$ cat src/rtl/axi_arb_pkg.sv
// rtl/axi_arb_pkg.sv - shared state encoding and payload widths for the AXI write arbiter
package axi_arb_pkg;

  localparam logic [1:0] ST_IDLE = 2'd0;
  localparam logic [1:0] ST_ADDR = 2'd1;
  localparam logic [1:0] ST_DATA = 2'd2;
  localparam logic [1:0] ST_RESP = 2'd3;

  // AW payload layout: {awaddr, awlen[7:0], awsize[2:0], awburst[1:0]}
  localparam int AW_CTRL_W = 13;
  localparam int AWLEN_LSB = 5;

  function automatic int aw_pld_w(input int aw);
    return aw + AW_CTRL_W;
  endfunction

  // W payload layout: {wdata, wstrb}
  function automatic int w_pld_w(input int dw);
    return dw + dw / 8;
  endfunction

endpackage

$ cat src/rtl/axi_rr_arb2.sv
// rtl/axi_rr_arb2.sv - two-way round-robin grant selection
module axi_rr_arb2 (
  input  logic [1:0] req,
  input  logic       last_gnt,
  output logic       gnt
);

  // both requesting: move away from the previous winner; otherwise take the lone requester
  always_comb begin
    gnt = 1'b0;
    if (req == 2'b11) begin
      gnt = ~last_gnt;
    end else if (req[1]) begin
      gnt = 1'b1;
    end
  end

endmodule

$ cat src/rtl/axi_wr_arbiter.sv
// rtl/axi_wr_arbiter.sv - two-requester AXI write arbiter, grant held for AW+W+B; optional AXI_WR_ARB_WLAST_CHECK_EN
module axi_wr_arbiter
  import axi_arb_pkg::*;
#(
  parameter int AW = 32,
  parameter int DW = 64,
  localparam int AWP = aw_pld_w(AW),
  localparam int WP  = w_pld_w(DW)
) (
  input  logic           axi_aclk,
  input  logic           rst_n,
  input  logic [2*AWP-1:0] req_aw_pld,
  input  logic [1:0]     req_awvalid,
  output logic [1:0]     req_awready,
  input  logic [2*WP-1:0] req_w_pld,
  input  logic [1:0]     req_wlast,
  input  logic [1:0]     req_wvalid,
  output logic [1:0]     req_wready,
  output logic [3:0]     req_bresp,
  output logic [1:0]     req_bvalid,
  input  logic [1:0]     req_bready,
  output logic [AWP-1:0] m_aw_pld,
  output logic           m_awvalid,
  input  logic           m_awready,
  output logic [WP-1:0]  m_w_pld,
  output logic           m_wlast,
  output logic           m_wvalid,
  input  logic           m_wready,
  input  logic [1:0]     m_bresp,
  input  logic           m_bvalid,
  output logic           m_bready,
  output logic           busy,
`ifdef AXI_WR_ARB_WLAST_CHECK_EN
  output logic           wlast_err,
`endif
  output logic           gnt_id
);

  logic [1:0]     state_q, state_d;
  logic           gnt_q, gnt_d;
  logic           last_gnt_q, last_gnt_d;
  logic [7:0]     beat_rem_q, beat_rem_d;
  logic           arb_gnt;
  logic [AWP-1:0] aw_sel;
  logic [WP-1:0]  w_sel;
  logic           aw_hs, w_hs, b_hs;

  axi_rr_arb2 u_rr (
    .req      (req_awvalid),
    .last_gnt (last_gnt_q),
    .gnt      (arb_gnt)
  );

  // payload slices of the currently granted requester
  always_comb begin
    aw_sel = gnt_q ? req_aw_pld[2*AWP-1:AWP] : req_aw_pld[AWP-1:0];
    w_sel  = gnt_q ? req_w_pld[2*WP-1:WP]    : req_w_pld[WP-1:0];
  end

  // route only the channel owned by the current phase; everything else stays quiet
  always_comb begin
    m_aw_pld    = '0;
    m_awvalid   = 1'b0;
    m_w_pld     = '0;
    m_wvalid    = 1'b0;
    m_wlast     = 1'b0;
    m_bready    = 1'b0;
    req_awready = '0;
    req_wready  = '0;
    req_bvalid  = '0;
    req_bresp   = '0;
    case (state_q)
      ST_ADDR: begin
        m_aw_pld             = aw_sel;
        m_awvalid            = req_awvalid[gnt_q];
        req_awready[gnt_q]   = m_awready;
      end
      ST_DATA: begin
        m_w_pld              = w_sel;
        m_wvalid             = req_wvalid[gnt_q];
        m_wlast              = (beat_rem_q == 8'd0);
        req_wready[gnt_q]    = m_wready;
      end
      ST_RESP: begin
        m_bready             = req_bready[gnt_q];
        req_bvalid[gnt_q]    = m_bvalid;
        if (gnt_q) begin
          req_bresp[3:2] = m_bresp;
        end else begin
          req_bresp[1:0] = m_bresp;
        end
      end
      default: begin
      end
    endcase
  end

  assign aw_hs  = m_awvalid & m_awready;
  assign w_hs   = m_wvalid & m_wready;
  assign b_hs   = m_bvalid & m_bready;
  assign busy   = (state_q != ST_IDLE);
  assign gnt_id = gnt_q;

  // transaction sequencing: beat_rem counts down from awlen so 256 beats fit in 8 bits
  always_comb begin
    state_d    = state_q;
    gnt_d      = gnt_q;
    last_gnt_d = last_gnt_q;
    beat_rem_d = beat_rem_q;
    case (state_q)
      ST_IDLE: begin
        if (|req_awvalid) begin
          gnt_d   = arb_gnt;
          state_d = ST_ADDR;
        end
      end
      ST_ADDR: begin
        if (aw_hs) begin
          beat_rem_d = aw_sel[AWLEN_LSB +: 8];
          state_d    = ST_DATA;
        end
      end
      ST_DATA: begin
        if (w_hs) begin
          if (m_wlast) begin
            state_d = ST_RESP;
          end else begin
            beat_rem_d = beat_rem_q - 8'd1;
          end
        end
      end
      ST_RESP: begin
        if (b_hs) begin
          last_gnt_d = gnt_q;
          state_d    = ST_IDLE;
        end
      end
      default: state_d = ST_IDLE;
    endcase
  end

  // state registers; last_gnt resets to 1 so requester 0 wins the first contested round
  always_ff @(posedge axi_aclk or negedge rst_n) begin
    if (!rst_n) begin
      state_q    <= ST_IDLE;
      gnt_q      <= 1'b0;
      last_gnt_q <= 1'b1;
      beat_rem_q <= 8'd0;
    end else begin
      state_q    <= state_d;
      gnt_q      <= gnt_d;
      last_gnt_q <= last_gnt_d;
      beat_rem_q <= beat_rem_d;
    end
  end

`ifdef AXI_WR_ARB_WLAST_CHECK_EN
  logic wlast_err_q, wlast_err_d;

  // sticky flag: requester's wlast disagrees with the internally counted last beat
  always_comb begin
    wlast_err_d = wlast_err_q;
    if (w_hs && (req_wlast[gnt_q] != m_wlast)) begin
      wlast_err_d = 1'b1;
    end
  end

  // error flag register, cleared only by reset
  always_ff @(posedge axi_aclk or negedge rst_n) begin
    if (!rst_n) begin
      wlast_err_q <= 1'b0;
    end else begin
      wlast_err_q <= wlast_err_d;
    end
  end

  assign wlast_err = wlast_err_q;
`else
  logic unused_req_wlast;
  assign unused_req_wlast = ^req_wlast;
`endif

endmodule

$ cat config.mk
export PLATFORM = sky130hd
export DESIGN_NAME = axi_wr_arbiter
export DESIGN_NICKNAME = d
export VERILOG_FILES = /design/src/rtl/axi_arb_pkg.sv /design/src/rtl/axi_rr_arb2.sv /design/src/rtl/axi_wr_arbiter.sv
export SDC_FILE = /design/constraint.sdc
export NUM_CORES = 1
export LEC_CHECK = 0
export BUFFER_PORTS_ARGS = -buffer_cell sky130_fd_sc_hd__buf_4
export CAP_MARGIN = 20
export CORE_AREA = 2 2 150 152
export CTS_BUF_LIST = sky130_fd_sc_hd__clkbuf_8 sky130_fd_sc_hd__clkbuf_16
export DETAILED_ROUTE_END_ITERATION = 10
export DIE_AREA = 0 0 152 154
export PLACE_DENSITY = 0.52
export SLEW_MARGIN = 20
export SYNTH_ARGS = -nofsm -noshare
export SYNTH_HDL_FRONTEND = slang
export SYNTH_SLANG_ARGS = --single-unit
$ cat constraint.sdc
create_clock -name axi_aclk -period 1.8 [get_ports axi_aclk]
set_input_delay 0.18 -clock axi_aclk [delete_from_list [all_inputs] [get_ports axi_aclk]]
set_output_delay 0.18 -clock axi_aclk [all_outputs]
set_load 0.02 [all_outputs]
# == Yosys cells after proc, flatten, opt, wreduce, memory -nomap -nowiden ==
# Cells that the tools add are included.
# totals
reg_bits,12
in_bits,249
out_inout_bits,133
# op_classes
eq_ne,10
n_mux,34
order_cmp,2
bitwise_logic,7
reduce_logical,10
addsub,1
# op_table
op,n
2-to-1 mux 72 bit,2
2-to-1 mux 45 bit,2
2-to-1 mux 8 bit,3
2-to-1 mux 2 bit,10
case mux 8 bit (2 select lines),1
2-to-1 mux 1 bit,13
"inequality test 2 bit, second input constant",6
logical NOT 8 bit,1
case mux 2 bit (4 select lines),1
"subtractor 8 x 1 -> 8 bit, second input constant",1
bitwise AND 2 bit,3
"== test 2 bit, second input constant",3
AND reduction 5 bit,1
2-to-1 mux 4 bit,1
AND reduction 2 bit,2
AND reduction 4 bit,1
nonzero test 2 bit,2
bitwise AND 1 bit,3
"== test 2 x 1 -> 1 bit, second input constant",1
logical NOT 2 bit,1
"less-than comparator 1 x 2 -> 1 bit, second input constant",1
OR reduction 2 bit,1
demux 1 bit (select 1 bit),1
">= comparator 1 bit, second input constant",1
other kinds (2),2

# == Longest topological paths before layout ==
# depth
word_depth,6
ltp_mapped,8
mapped_depth_nobuf,6

# == Modules after synthesis ==
# A second synthesis with hierarchy kept.
# unflattened
hier_cells,370
area_unflattened_um2,2872.8
# modules_own_cells
mod,cells_each,instances,area_each_um2,seq_area_each_um2
axi_wr_arbiter,369,1,2861.5,301.5
axi_rr_arb2,1,1,11.3,0.0

# == Least setup slack after synthesis ==
# Ideal clock, no wire load.
# synth_path
path_kind,register to output
from,"reg gnt_q, in the netlist gnt_id"
to,out m_w_pld[50]
arrival_ns,1.773
stages_incl_launch_ff,7
required_ns,1.620
setup_slack_ns,-0.153
path_cell_list,dfrtp_1 buf_4 buf_2 buf_2 buf_2 mux2i_1 nor2_1
# synth_between
elab_chain_cells,2
# synth_lines
item,line,text
start: declaration,axi_wr_arbiter.sv:40,"logic gnt_q, gnt_d;"
start signal: assignment,axi_wr_arbiter.sv:151,gnt_q <= gnt_d;
2-to-1 mux 72 bit,axi_wr_arbiter.sv:57,w_sel = gnt_q ? req_w_pld[2*WP-1:WP] : req_w_pld[WP-1:0];
2-to-1 mux 72 bit,axi_wr_arbiter.sv:72,case (state_q)
end: declaration,axi_wr_arbiter.sv:25,"output logic [WP-1:0] m_w_pld,"
# No other way between the ends.

# == Worst setup path after layout ==
# layout_path
from,"reg gnt_q, in the netlist gnt_id"
to,reg state_q[1]
# layout_between
elab_chain_cells,6
word_cells_on_any_way,16
cone_classes,eq/ne (3); mux (9); bitwise (3); reduce/logical (1)
# layout_lines
item,line,text
"2-to-1 mux 1 bit, on equally long branches (2 in series)","axi_wr_arbiter.sv:85, axi_wr_arbiter.sv:75, axi_wr_arbiter.sv:80",
2-to-1 mux 1 bit,axi_wr_arbiter.sv:72,
"bitwise AND 1 bit, on equally long branches","axi_wr_arbiter.sv:100, axi_wr_arbiter.sv:98, axi_wr_arbiter.sv:99",
inequality test 2 bit (no line),-,
AND reduction 5 bit (no line) (*),-,
end signal: assignment,axi_wr_arbiter.sv:150,state_q <= state_d;
end: declaration,axi_wr_arbiter.sv:39,"logic [1:0] state_q, state_d;"
# Every way passes the cells marked *; elsewhere a longest branch is shown, timed or not. The select of a mux whose other input is x is not followed.
# A chain may end at the register's enable or synchronous reset.

==> flow_summary.html <==
<table>
<tr><th>Metric</th><th>Value</th></tr>
<tr><th colspan="2">Status</th></tr>
<tr><td>Outcome</td><td>complete, but fails checks</td></tr>
<tr><td>Violated checks</td><td>negative setup slack</td></tr>
<tr><th colspan="2">Drt</th></tr>
<tr><td>Count of antenna-violating nets left after detailed routing</td><td>0</td></tr>
<tr><td>Number of vias per cell after detailed routing</td><td>around 4.1</td></tr>
<tr><td>DR iter-0 viols</td><td>about 170</td></tr>
<tr><td>Post-DR wirelength/cell</td><td>16.85 µm</td></tr>
<tr><td>Total via count after detailed routing</td><td>between 4000 and 5000</td></tr>
<tr><td>Residual DRC count</td><td>0</td></tr>
<tr><td>Pre-Repair DR Iteration Count</td><td>4</td></tr>
<tr><td>Total wire length</td><td>~18 mm</td></tr>
<tr><th colspan="2">CTS</th></tr>
<tr><td>Clock root cell</td><td>sky130_fd_sc_hd__clkbuf_16</td></tr>
<tr><td>H-tree depth</td><td>1</td></tr>
<tr><td>Deepest clock path buffer count</td><td>2</td></tr>
<tr><td>Inserted Clock Buffers</td><td>3</td></tr>
<tr><td>CTS sink count</td><td>12</td></tr>
<tr><td>Clk pin slew, worst setup/hold paths</td><td>roughly 0.05 ns</td></tr>
<tr><td>CTS tree</td><td>yes</td></tr>
<tr><td>Clk Latency, worst-skew pair</td><td>~0.25 ns</td></tr>
<tr><th colspan="2">Finish</th></tr>
<tr><td>Diodes inserted</td><td>0</td></tr>
<tr><td>Summed area of non-filler cells in the final layout</td><td>between 0.008 and 0.009 mm²</td></tr>
<tr><td>Area growth from synthesis to layout</td><td>189.9%</td></tr>
<tr><td>Fraction of layout cells with a size suffix above 1</td><td>0.7887</td></tr>
<tr><td>Layout filler cell count</td><td>approximately 2100</td></tr>
<tr><td>Nets</td><td>approximately 1100</td></tr>
<tr><th colspan="2">Worst setup path</th></tr>
<tr><td>Endpoint of the most critical register-to-register path</td><td>state_q[1]</td></tr>
<tr><td>Cell with the biggest individual delay on the critical path</td><td>sky130_fd_sc_hd__dfrtp_4</td></tr>
<tr><td>Startpoint of the worst register-to-register path</td><td>gnt_id</td></tr>
<tr><td>Largest driver fanout on the critical path</td><td>6</td></tr>
<tr><td>CP cell instances</td><td>buf_6 &gt; mux2i_2 &gt; nand4b_4 &gt; a2111oi_4 &gt; mux2_4</td></tr>
<tr><td>Arrival @ worst endpoint</td><td>2.02 ns</td></tr>
<tr><td>Category of cells accounting for the largest share of critical-path delay</td><td>flip-flops</td></tr>
<tr><td>Worst Path Class, Setup</td><td>reg2reg</td></tr>
<tr><td>Cell count of the worst reg-to-reg path</td><td>5</td></tr>
<tr><td>Worst path depth</td><td>5</td></tr>
<tr><td>Buffering stage count on the worst path with inverters included</td><td>1</td></tr>
<tr><td>Required time at the endpoint of the critical path</td><td>1.93 ns</td></tr>
<tr><td>Worst Setup Start Kind</td><td>flip-flop</td></tr>
<tr><td>Critical Path End Type</td><td>flip-flop</td></tr>
<tr><td>Register-to-Register Setup Slack</td><td>-0.09 ns</td></tr>
<tr><td>CP peak stage delay</td><td>0.56 ns</td></tr>
<tr><th colspan="2">Power</th></tr>
<tr><td>Part of the total power dissipated in the clock network</td><td>0.033</td></tr>
<tr><td>Sequential share of power</td><td>0.048</td></tr>
<tr><td>Part of the power in combinational logic</td><td>0.919</td></tr>
<tr><td>Pint</td><td>6.902 mW</td></tr>
<tr><td>Pwr per Cell Area</td><td>1534 mW/mm²</td></tr>
<tr><td>Proportion of total power due to net switching</td><td>0.4635</td></tr>
<tr><td>Maximum vdd drop</td><td>0.6704 mV</td></tr>
<tr><td>Total Power Consumption</td><td>12.87 mW</td></tr>
<tr><td>Net switching power</td><td>roughly 6.0 mW</td></tr>
<tr><td>Cell leakage power</td><td>approximately 3.8 nW</td></tr>
<tr><th colspan="2">Logic synthesis</th></tr>
<tr><td>Primary flip-flop cell chosen by synthesis mapping</td><td>sky130_fd_sc_hd__dfrtp_1</td></tr>
<tr><td>Ys async rst share</td><td>1.000</td></tr>
<tr><td>Warnings, synthesis</td><td>0</td></tr>
<tr><td>Distinct cell type count after synthesis</td><td>46</td></tr>
<tr><td>Portion of the post-synthesis area used by sequential elements</td><td>0.1042</td></tr>
<tr><td>Area fraction of the dominant cell type after synthesis</td><td>0.4256</td></tr>
<tr><td>Post-Synthesis Cell Area</td><td>slightly below 0.003 mm²</td></tr>
<tr><td>Mapped Nets</td><td>630</td></tr>
<tr><td>Leading post-synthesis cells by instance count</td><td>sky130_fd_sc_hd__mux2i_1, sky130_fd_sc_hd__nor2_1, sky130_fd_sc_hd__nor2b_1</td></tr>
<tr><td>Most numerous cell in the Yosys netlist</td><td>sky130_fd_sc_hd__mux2i_1</td></tr>
<tr><td>Flop and latch count out of synthesis</td><td>12</td></tr>
<tr><td>Count of flip-flops with a built-in enable after synthesis</td><td>0</td></tr>
<tr><td>Synth area leaders</td><td>sky130_fd_sc_hd__mux2i_1, sky130_fd_sc_hd__nor2b_1, sky130_fd_sc_hd__nor2_1</td></tr>
<tr><td>Cell type with the largest total area after synthesis</td><td>sky130_fd_sc_hd__mux2i_1</td></tr>
<tr><td>Average cell area after synthesis</td><td>around 7.7 µm²</td></tr>
<tr><td>Post-synthesis cell count</td><td>around 380</td></tr>
<tr><th colspan="2">Hold path</th></tr>
<tr><td>Worst hold start</td><td>req_awvalid[1]</td></tr>
<tr><td>WHS Endpoint</td><td>gnt_id</td></tr>
<tr><td>Min-delay worst type</td><td>in2reg</td></tr>
<tr><td>Instance count along the most critical hold path</td><td>2</td></tr>
<tr><th colspan="2">Timing</th></tr>
<tr><td>Final worst-path setup slack</td><td>-0.09215 ns</td></tr>
<tr><td>Setup violations, final</td><td>44</td></tr>
<tr><td>Final Cycle Share</td><td>1.051</td></tr>
<tr><td>Tightest Pin Transition</td><td>0.3781 ns</td></tr>
<tr><td>Final max-slew violation count</td><td>0</td></tr>
<tr><td>RSZ-0062 raised after global routing</td><td>yes</td></tr>
<tr><td>Tightest hold margin</td><td>approximately 0.21 ns</td></tr>
<tr><td>Headroom to the max-slew limit</td><td>0.7407</td></tr>
<tr><td>Maximum clock rate</td><td>~0.53 GHz</td></tr>
<tr><td>Final clock skew</td><td>roughly 0.0041 ns</td></tr>
<tr><td>Minimum period implied by the final worst setup slack</td><td>1.892 ns</td></tr>
<tr><td>Final hold violations</td><td>0</td></tr>
<tr><th colspan="2">Floorplanning</th></tr>
<tr><td>Core Area</td><td>0.02169 mm²</td></tr>
<tr><td>Vertical die dimension</td><td>154 µm</td></tr>
<tr><td>IO Pins</td><td>around 380</td></tr>
<tr><td>Die outline area</td><td>around 0.023 mm²</td></tr>
<tr><td>DIE WIDTH</td><td>152 µm</td></tr>
<tr><td>Num rows</td><td>54</td></tr>
<tr><td>Starting utilization of the core area</td><td>0.1334</td></tr>
<tr><th colspan="2">Flow run</th></tr>
<tr><td>Number of maximum-capacitance constraint violations</td><td>0</td></tr>
<tr><th colspan="2">GRT</th></tr>
<tr><td>Number of global-route vias before repair</td><td>4183</td></tr>
<tr><td>First-pass GRT wire length</td><td>25.61 mm</td></tr>
<tr><td>Total GRT Usage</td><td>0.1360</td></tr>
<tr><td>Leftover overflow at the end of global routing</td><td>0</td></tr>
<tr><td>Pin count of the biggest net entering global routing</td><td>34</td></tr>
<tr><td>Initial antenna violation count</td><td>0</td></tr>
<tr><th colspan="2">Placement</th></tr>
<tr><td>Instance area at placement</td><td>around 0.0069 mm²</td></tr>
<tr><td>Gp weighted congestion</td><td>around 0.8</td></tr>
<tr><td>HPWL after DPL</td><td>approximately 14 mm</td></tr>
<tr><td>Count of buffers from port buffering</td><td>around 380</td></tr>
</table>
==> repair_timing <==
| action | in CTS | in global routing |
|---|---|---|
| hold buffers | 1 | 0 |
| gates resized for setup | 81 | 137 |
| cloned | 4 | 7 |
| buffers inserted | 5 | 11 |
| setup endpoints to repair | 123 | 126 |
| pin swaps | 3 | 9 |
| endpoints found under the hold margin | 11 | 0 |
==> metrics by stage <==
step	setup TNS (ns)	cells	setup WS (ns)	util
finish	-1.881	1075	-0.09215	0.3867
global placement	-0.09834	1048	-0.06806	0.3163
CTS	-6.677	1062	-0.1465	0.3449
global route	-6.342	1075	-0.1655	0.3867
floorplan	-0.04334	375	-0.04334	-
detailed placement	-0.1678	1048	-0.08458	0.3163
==> per-layer routing <==
| layer | up-vias | part of all wire | track usage |
|---|---|---|---|
| met4 | 0 | 0.015 | 0.02537 |
| met5 | - | 0 | 0 |
| met3 | 20 | 0.041 | 0.01945 |
| met2 | 167 | 0.54 | 0.2447 |
| met1 | 2077 | 0.40 | 0.1737 |
| li1 | 2165 | - | - |
==> placed cells by master, fill, tap and decap left out, types with 3 or more instances in the layout <==
cell type                     n
sky130_fd_sc_hd__clkbuf_16   10
sky130_fd_sc_hd__buf_16       6
sky130_fd_sc_hd__mux2i_2     27
sky130_fd_sc_hd__buf_8        4
sky130_fd_sc_hd__mux2i_1     49
sky130_fd_sc_hd__nand2_1     10
sky130_fd_sc_hd__nor2_2      11
sky130_fd_sc_hd__and3_1       5
sky130_fd_sc_hd__nand4_1      3
sky130_fd_sc_hd__nor2_4      61
sky130_fd_sc_hd__nor2b_1     48
sky130_fd_sc_hd__nor3_1       3
sky130_fd_sc_hd__inv_1        5
sky130_fd_sc_hd__buf_6       42
sky130_fd_sc_hd__dfrtp_1     10
sky130_fd_sc_hd__mux2i_4     47
sky130_fd_sc_hd__inv_2        5
sky130_fd_sc_hd__a21oi_1      3
sky130_fd_sc_hd__ha_4         3
sky130_fd_sc_hd__and2_1       5
sky130_fd_sc_hd__nor3_2       3
sky130_fd_sc_hd__ha_1         3
sky130_fd_sc_hd__nor2_1       5
sky130_fd_sc_hd__mux2_4       3
sky130_fd_sc_hd__buf_4      379
sky130_fd_sc_hd__buf_12       7
==> worst max-delay path by stage <==
stage	startpoint	end	slack, ns
after floorplan	beat_rem_q[0]	state_q[1]	-0.04
after CTS	gnt_id	state_q[1]	-0.15
after global routing	gnt_id	state_q[0]	-0.17
after detailed placement	beat_rem_q[0]	state_q[1]	-0.08
final	gnt_id	state_q[1]	-0.09
after global placement	beat_rem_q[0]	state_q[1]	-0.07
==> sequential cells by signal, indices dropped and copies added, names as in the netlist <==
| name | cells |
|---|---|
| last_gnt_q | 1 |
| gnt_id | 1 |
| state_q | 2 |
| beat_rem_q | 8 |
==> cell type report <==
type                            instances  area (µm²)  share of cell area
Tap cell                              280       350.3             0.04177
Clock buffer                            3       75.07            0.008951
Clock inverter                          1       3.754           0.0004476
Multi-Input combinational cell        322        3697              0.4408
Sequential cell                        12       305.3             0.03640
Timing Repair Buffer                  447        3901              0.4652
Inverter                               10       53.80            0.006415
==> logic make-up (layout without fill, tap and decap cells) <==
group / Yosys count / in the layout / synth area share
multiplexers: 127 / 127 / 0.4425
AO/OA/AOI/OAI: 25 / 25 / 0.07526
flip-flops: 12 / 12 / 0.1042
AND/OR/NAND/NOR: 164 / 164 / 0.2911
buffers and inverters: 41 / 461 / 0.06099
adder cells (fa/ha/maj): 6 / 6 / 0.02595
==> worst reg2reg max path, stage by stage, from the launching register on <==
cell                        delay (ns)
sky130_fd_sc_hd__dfrtp_4          0.56
sky130_fd_sc_hd__buf_6            0.16
sky130_fd_sc_hd__mux2i_2          0.18
sky130_fd_sc_hd__nand4b_4         0.20
sky130_fd_sc_hd__a2111oi_4        0.35
sky130_fd_sc_hd__mux2_4           0.33
==> power groups by stage <==
stage               Sequential [mW]  Clock [mW]  Combinational, mW
global placement              0.582           0               8.96
detailed placement            0.593           0               8.97
global route                  0.637       0.447               12.5
finish                        0.617       0.429               11.8
CTS                           0.608       0.429               10.3
floorplan                     0.554           0               5.76
(Power assumes the default switching activity.)
